`src/rtl/adc_capture_ctrl.sv`:
```
// Acquisition sequencer for the dual-channel ADC path: arm, trigger, decimate and
// write one fixed-length record into a single-port sample RAM.
module adc_capture_ctrl #(
  parameter int DATA_W  = 14,
  parameter int ADDR_W  = 10,
  parameter int DECIM_W = 8
) (
  input  logic                     sys_clk,
  input  logic                     reset,
  input  logic                     start,
  input  logic                     abort,
  input  logic                     chan_sel,
  input  logic                     trig_mode,
  input  logic signed [DATA_W-1:0] trig_level,
  input  logic [DECIM_W-1:0]       decim,
  input  logic [ADDR_W-1:0]        len_m1,
  input  logic signed [DATA_W-1:0] a2da_data,
  input  logic signed [DATA_W-1:0] a2db_data,
  input  logic                     ada_or,
  input  logic                     adb_or,
  output logic                     wr_en,
  output logic [ADDR_W-1:0]        wr_addr,
  output logic [DATA_W-1:0]        wr_data,
  output logic                     busy,
  output logic                     done,
  output logic                     or_flag
);

  typedef enum logic [1:0] {S_IDLE, S_WAIT_TRIG, S_CAPTURE, S_DONE} state_t;

  state_t                     state;
  logic                       lat_chan;
  logic                       lat_mode;
  logic signed [DATA_W-1:0]   lat_level;
  logic [DECIM_W-1:0]         lat_decim;
  logic [ADDR_W-1:0]          lat_len;
  logic [DECIM_W-1:0]         dcnt;
  logic signed [DATA_W-1:0]   prev_data;
  logic                       prev_vld;

  logic signed [DATA_W-1:0]   cur_data;
  logic                       cur_or;
  logic                       trig_hit;
  logic [ADDR_W-1:0]          next_addr;

  // Channel choice comes from the latched select so mid-record input changes are ignored.
  always_comb begin
    cur_data  = lat_chan ? a2db_data : a2da_data;
    cur_or    = lat_chan ? adb_or : ada_or;
    trig_hit  = lat_mode ? (prev_vld && (prev_data < lat_level) && (cur_data >= lat_level))
                         : 1'b1;
    next_addr = wr_addr + 1'b1;
  end

  always_ff @(posedge sys_clk or posedge reset) begin
    if (reset) begin
      state     <= S_IDLE;
      lat_chan  <= 1'b0;
      lat_mode  <= 1'b0;
      lat_level <= '0;
      lat_decim <= '0;
      lat_len   <= '0;
      dcnt      <= '0;
      prev_data <= '0;
      prev_vld  <= 1'b0;
      wr_en     <= 1'b0;
      wr_addr   <= '0;
      wr_data   <= '0;
      busy      <= 1'b0;
      done      <= 1'b0;
      or_flag   <= 1'b0;
    end else begin
      wr_en <= 1'b0;
      if (abort) begin
        state <= S_IDLE;
        busy  <= 1'b0;
        done  <= 1'b0;
      end else begin
        case (state)
          S_IDLE, S_DONE: begin
            if (start) begin
              lat_chan  <= chan_sel;
              lat_mode  <= trig_mode;
              lat_level <= trig_level;
              lat_decim <= decim;
              lat_len   <= len_m1;
              prev_vld  <= 1'b0;
              wr_addr   <= '0;
              or_flag   <= 1'b0;
              done      <= 1'b0;
              busy      <= 1'b1;
              state     <= S_WAIT_TRIG;
            end
          end
          S_WAIT_TRIG: begin
            prev_data <= cur_data;
            prev_vld  <= 1'b1;
            if (trig_hit) begin
              wr_en   <= 1'b1;
              wr_addr <= '0;
              wr_data <= cur_data;
              or_flag <= or_flag | cur_or;
              dcnt    <= lat_decim;
              if (lat_len == '0) begin
                busy  <= 1'b0;
                done  <= 1'b1;
                state <= S_DONE;
              end else begin
                state <= S_CAPTURE;
              end
            end
          end
          S_CAPTURE: begin
            if (dcnt == '0) begin
              wr_en   <= 1'b1;
              wr_addr <= next_addr;
              wr_data <= cur_data;
              or_flag <= or_flag | cur_or;
              dcnt    <= lat_decim;
              if (next_addr == lat_len) begin
                busy  <= 1'b0;
                done  <= 1'b1;
                state <= S_DONE;
              end
            end else begin
              dcnt <= dcnt - 1'b1;
            end
          end
          default: state <= S_IDLE;
        endcase
      end
    end
  end

endmodule

```
`config.mk`:
```
export PLATFORM = sky130hd
export DESIGN_NAME = adc_capture_ctrl
export DESIGN_NICKNAME = d
export VERILOG_FILES = /design/src/rtl/adc_capture_ctrl.sv
export SDC_FILE = /design/constraint.sdc
export NUM_CORES = 1
export LEC_CHECK = 0
export ABC_AREA = 1
export CORE_ASPECT_RATIO = 0.75
export CORE_MARGIN = 1
export CORE_UTILIZATION = 36
export CTS_BUF_LIST = sky130_fd_sc_hd__clkbuf_8 sky130_fd_sc_hd__clkbuf_16
export CTS_CLUSTER_SIZE = 20
export DETAILED_ROUTE_END_ITERATION = 10
export GPL_TIMING_DRIVEN = 0
export PLACE_DENSITY = 0.67
export SYNTH_ARGS = -nofsm -noshare
export SYNTH_HDL_FRONTEND = slang
export SYNTH_SLANG_ARGS = --single-unit
```
`constraint.sdc`:
```
create_clock -name sys_clk -period 2.73 [get_ports sys_clk]
set_input_delay 0.546 -clock sys_clk [delete_from_list [all_inputs] [get_ports sys_clk]]
set_output_delay 0.546 -clock sys_clk [all_outputs]
set_load 0.05 [all_outputs]
```
== After elaboration in Yosys (flattened, before gate mapping) ==
Index checks and enable logic that the tools add are counted.

* Memories: 0
* Word-level logic and storage cells: 91
* Bits in writable memories: 0
* Bits in latches: 0
* Bits in read-only memories: 0
* Output and inout port bits: 28
* Input port bits: 68
* Flip-flop bits (word level): 87

* Multiplexer cells: 42
* Shift operators: 0
* Multiply operators: 0
* Bitwise gates (word level): 2
* Reduce and logical (&&, ||, !) cells: 16
* $add $sub $neg: 2
* Equality and inequality tests: 12
* Order comparisons: 2
* Divide/modulo/power cells: 0

{| class="wikitable"
|+ Operators with widths
! kind !! count
|-
| $mux 14 || 3
|-
| $mux 10 || 3
|-
| $pmux 10 s3 || 1
|-
| $pmux 14 s2 || 1
|-
| $mux 1 || 20
|-
| $mux 8 || 2
|-
| $pmux 8 s2 || 1
|-
| $ne 3x3->1 const B || 5
|-
| $ge 14x14->1 || 1
|-
| $lt 14x14->1 || 1
|-
| $reduce_and 4->1 || 3
|-
| $add 10x1->10 const B || 1
|-
| $eq 10x10->1 || 1
|-
| $logic_not 10->1 || 1
|-
| $mux 2 || 5
|-
| $pmux 1 s3 || 3
|-
| $reduce_and 3->1 || 3
|-
| $logic_not 8->1 || 1
|-
| $sub 8x1->8 const B || 1
|-
| $ne 2x2->1 const B || 3
|-
| $pmux 2 s3 || 1
|-
| $reduce_and 5->1 || 1
|-
| $eq 2x2->1 const B || 2
|-
| $pmux 1 s2 || 2
|-
| other kinds (8) || 10
|}

== Longest topological paths before layout ==
* Word-level depth: 7
* Depth in mapped cells: 18
* Depth with buffers taken out: 16

== Worst setup path before layout ==
Ideal clock, no wire load.

* Kind: register -> register
* Start: reg lat_chan
* End: reg or_flag
* Setup time: 0.124 ns
* Arrival: 2.624 ns
* Path buffers: 3
* Period minus slack after synthesis: 2.748 ns
* Stages on the path, launching flop included: 19
* Required time: 2.606 ns
* Path slack: -0.018 ns
* Path through: dfrtp_1 clkbuf_1 buf_2 mux2_2 ha_1 nand2_1 inv_1 nand3_1 nor2_1 nand2_1 nand2_1 nand2_1 nand3_1 nand2_2 nand3_4 nand3_4 buf_6 nand2_1 o21ai_2

* Longest elaborated chain between the ends: 6
* Elaborated cells on any way between the ends: 11
* Those cells by class: order compare: 1; eq/ne: 1; mux: 6; bitwise: 1; reduce/logical: 2

{| class="wikitable"
|+ RTL lines
! what !! RTL line !! source
|-
| from (decl) || 32 || <nowiki>logic lat_chan;</nowiki>
|-
| from (signal assigned) || 82 || <nowiki>lat_chan <= chan_sel;</nowiki>
|-
| $mux 14 || 48 || <nowiki>cur_data = lat_chan ? a2db_data : a2da_data;</nowiki>
|-
| via cur_data[13] || 41 || <nowiki>logic signed [DATA_W-1:0] cur_data;</nowiki>
|-
| $ge 14x14->1 || 50 || <nowiki>trig_hit = lat_mode ? (prev_vld && (prev_data < lat_level) && (cur_data >= lat_level))</nowiki>
|-
| $logic_and 1x1->1 || 50 ||
|-
| $mux 1 || 50 ||
|-
| $ne 2x2->1 (no source line) || -- ||
|-
| $reduce_and 4->1 (no source line) || -- ||
|-
| to (signal assigned) || 102 || <nowiki>or_flag <= or_flag | cur_or;</nowiki>
|-
| to (signal assigned) || 118 || <nowiki>or_flag <= or_flag | cur_or;</nowiki>
|-
| to (decl) || 26 || <nowiki>output logic or_flag</nowiki>
|}

The timed path passes the listed nets, and every way through them passes these cells. The select of a mux whose other input is x is not followed.
A chain may end at the register's enable or synchronous reset.

== Worst setup path after layout ==
* Start: reg lat_chan
* End: reg wr_data[13]

* Longest elaborated chain between the ends: 6
* Elaborated cells on any way between the ends: 9
* Those cells by class: order compare: 1; eq/ne: 1; mux: 5; reduce/logical: 2

{| class="wikitable"
|+ RTL lines
! what !! RTL line !! source
|-
| $mux 14 || 48 ||
|-
| via cur_data[11] || 41 ||
|-
| $ge 14x14->1 || 50 ||
|-
| $logic_and 1x1->1 || 50 ||
|-
| $mux 1 || 50 ||
|-
| $ne 2x2->1 (no source line) || -- ||
|-
| $reduce_and 4->1 (no source line) || -- ||
|-
| to (signal assigned) || 101 || <nowiki>wr_data <= cur_data;</nowiki>
|-
| to (signal assigned) || 117 || <nowiki>wr_data <= cur_data;</nowiki>
|-
| to (decl) || 23 || <nowiki>output logic [DATA_W-1:0] wr_data,</nowiki>
|}

The timed path passes the listed nets, and every way through them passes these cells. The select of a mux whose other input is x is not followed.

==> summary.md <==
| Metric | Value |
|---|---|
| Hold Vio Cnt, Final | 0 |
| Final ANT Viol Nets | 0 |
| Worst Hold Depth | 2 |
| Critical path cell sequence | buf_8, mux2_2, ha_4, a21oi_1, o21ai_0, nor2_1, nand3_1, nand3_1, nand2_2, nand3_4, nand3_4, buf_8, nand2_1, nand2_1 |
| Synth area leader | dfrtp_1 |
| Worst-path fanout max | 6 |
| Yosys cell types | 28 |
| Final period util | 0.977 |
| Drt wl/cell | 15.7 um |
| FF-to-FF Start | lat_chan$_DFFE_PP0P_ |
| Most Crowded Layer GR | met2 |
| Max_slew headroom | 0.366 |
| Run status | finished, final reports clean |
| Starting Density | 0.376 |
| Crit Path Class | reg2reg |
| Most common cell after layout, fill and taps aside | nand2_1 |
| Pre-Repair DR Iteration Count | 5 |
| I/O pins | 96 |
| Main area contributors after synthesis | dfrtp_1, nand2_1, ha_1, mux2_2, inv_1 |
| # diodes | 0 |
| Deepest clock path buffer count | 2 |
| Die footprint | 14300 um^2 |
| First-pass GRT wire length | 22.7 mm |
| CP bufs+invs | 2 |
| DRT iter0 DRCs | 368 |
| Yosys warns | 0 |
| Clock-pin slew on the worst setup and hold paths | 0.06 ns |
| Max Cap Violations | 0 |
| R2R Setup Slk | 0.06 ns |
| Data required, critical path | 2.96 ns |
| Vias per inst | 5.08 |
| CP startpoint kind | flop |
| Worst Hold Launch | wr_data[12]$_DFFE_PP0P_ |
| CTS buffer count | 9 |
| Via total after detailed routing | 4612 |
| Clock share of power | 0.166 |
| Final setup fails | 0 |
| Post-Synthesis Cell Area | 4980 um^2 |
| Root Driver | clkbuf_16 |
| Clock skew | 0.00944 ns |
| Overflow after GRT | 0 |
| Pwr/cell area | 1140 nW/um^2 |
| Area Overhead vs Synth | 38.7% |
| Setup crit end kind | flop |
| Routability cong. | 0.910 |
| Avg Cell Area, Syn | 8.15 um^2 |
| Initial antenna violation count | 0 |
| Top delay family on crit path | simple AND/OR/NAND/NOR gates |
| Core region area | 13200 um^2 |
| Clk_lat worst skew | 0.34 ns |
| Final Critical Period | 2.67 ns |
| Layout cells sized above 1 | 0.147 |
| FILL cells | 1191 |
| Most frequent cells in the layout | nand2_1, clkdlybuf4s50_1, dfrtp_1 |
| Tot GR Track Use | 0.204 |
| Die W | 138 um |
| Crit path DAT | 2.89 ns |
| Gate power share | 0.550 |
| Synth Net Count | 711 |
| Post-route cell area | 6910 um^2 |
| DP Area | 6190 um^2 |
| Floorplan row count | 36 |
| Vias in the first global route | 4542 |
| M2 GR Usage | 0.309 |
| RSZ-0062 raised after global routing | yes |
| Worst VDD drop | 0.714 mV |
| Die Ht | 104 um |
| Slowest stage cell, crit path | dfrtp_2 |
| Leak pwr | 3.31 nW |
| Max Fclk | 375 MHz |
| Final nets | 832 |
| Cell Int Power | 4.44 mW |
| Buffers added on ports | 95 |
| Register area share after synthesis | 0.437 |
| Cells after Synth | 611 |
| Met3 Usage GRT | 0.0390 |
| CTS Sinks | 87 |
| Sequential Power Share | 0.284 |
| Largest net degree at the start of global routing | 42 |
| Min-delay worst type | reg2reg |
| Top cell type's share of synthesized area | 0.437 |
| Slowest cell delay on critical path | 0.43 ns |
| Detail Placement HPWL | 10.3 mm |
| CTS tree | built |
| Routed WL | 14.2 mm |
| Net Sw Power | 3.46 mW |
| Fin. max-slew vios | 0 |
| TNS Setup | 0 ns |
| FF-to-FF End | wr_data[13]$_DFFE_PP0P_ |
| # H-tree levels | 3 |
| # DRC | 0 |
| Worst Tran Pin Value | 0.948 ns |
| Reg2reg path depth | 14 |
| Met1 GRT Util | 0.293 |
| Switching Share | 0.438 |
| Register bit total from synthesis | 87 |
| Hold Path Sink | wr_data[12]$_DFFE_PP0P_ |
| Final hold slack | 0.486 ns |
==> through the flow <==
| stage | cells | setup WS [ns] | power (mW) | util |
|---|---|---|---|---|
| floorplan | 611 | 0.0287 | 4.78 | - |
| global placement | 877 | -0.732 | 5.76 | 0.465 |
| detailed placement | 879 | -0.761 | 5.91 | 0.468 |
| CTS | 901 | 0.0156 | 7.49 | 0.502 |
| global route | 907 | -0.0576 | 8.44 | 0.522 |
| finish | 907 | 0.0638 | 7.90 | 0.522 |
==> synth_stat cells <==
master    count
nand2_2       2
buf_2         3
o21ai_0      12
nor2_2        2
xor2_1        4
buf_6         2
clkbuf_1     10
nand4_1      19
nor4_1        1
nand2_1     191
nand3_1      31
xnor2_1       3
mux2i_1       5
or3_1         1
o21ai_1      11
inv_1        63
nor3b_1       1
dfrtp_1      87
mux2_2       27
o21ai_2       6
o21bai_1      3
a31oi_1       1
ha_1         32
nand3_2       1
nor2_1       56
buf_4         1
a21oi_1      33
nand3_4       3
==> routing by layer <==
layer  up-vias  share of wire
met5         -              0
met4         0          0.017
met3        23          0.055
met2       175           0.46
met1      2178           0.46
li1       2236              -
==> worst max path at each step <==
stage                                    start                      end  slack, ns  depth (start not counted)
after floorplan           lat_chan$_DFFE_PP0P_      or_flag$_DFFE_PP0P_       0.03                         18
after CTS                 lat_chan$_DFFE_PP0P_   wr_data[0]$_DFFE_PP0P_       0.02                         17
final                     lat_chan$_DFFE_PP0P_  wr_data[13]$_DFFE_PP0P_       0.06                         14
after global routing      lat_chan$_DFFE_PP0P_  wr_data[13]$_DFFE_PP0P_      -0.06                         17
after detailed placement  lat_chan$_DFFE_PP0P_  wr_data[13]$_DFFE_PP0P_      -0.76                         18
after global placement    lat_chan$_DFFE_PP0P_  wr_data[13]$_DFFE_PP0P_      -0.73                         18
==> registers in the layout (all words and copies together) (netlist names), 2 cells and up <==
| register | flops |
|---|---|
| prev_data | 14 |
| lat_len | 10 |
| wr_data | 14 |
| lat_decim | 8 |
| state | 2 |
| lat_level | 14 |
| wr_addr | 10 |
| dcnt | 8 |
==> worst min-delay path, stage by stage (launching register included) <==
cell	delay (ns)
dfrtp_1	0.34
nand2_1	0.05
nand2_1	0.05
==> cells by family after synthesis <==
kind of cell / count (synthesis) / synth area share
AND/OR/NAND/NOR: 308 / 0.263
flip-flops: 87 / 0.437
buffers and inverters: 79 / 0.0640
AO/OA/AOI/OAI: 66 / 0.0726
multiplexers: 32 / 0.0711
adder cells (fa/ha/maj): 32 / 0.0804
XOR/XNOR: 7 / 0.0123
==> final cells by class <==
cell class	count	area, um^2	share of cell area
plain buffers	15	100	0.0145
repair buffers	111	1160	0.168
well taps	171	214	0.0310
multi-input cells	445	2710	0.392
clock inverters	5	73.8	0.0107
flip-flops and latches	87	2180	0.315
inverters	63	240	0.0348
clock buffers	10	239	0.0346
==> power groups by stage <==
stage / clock network, mW / registers [mW] / logic [mW]
after floorplan: 0 / 2.57 / 2.21
after global placement: 0 / 2.21 / 3.56
after detailed placement: 0 / 2.22 / 3.68
after CTS: 1.32 / 2.22 / 3.94
after global routing: 1.38 / 2.31 / 4.75
final: 1.31 / 2.24 / 4.35
==> repair_timing <==
item                                    CTS  global route
gates resized for setup                  14            41
hold buffers                              0             0
hold endpoints to repair                  0             0
endpoints found under the setup margin   38            56
pin swaps                                 0             7
setup buffers                             7             4
gates cloned                              1             2
Note: power is estimated with default switching activity, not from simulation.
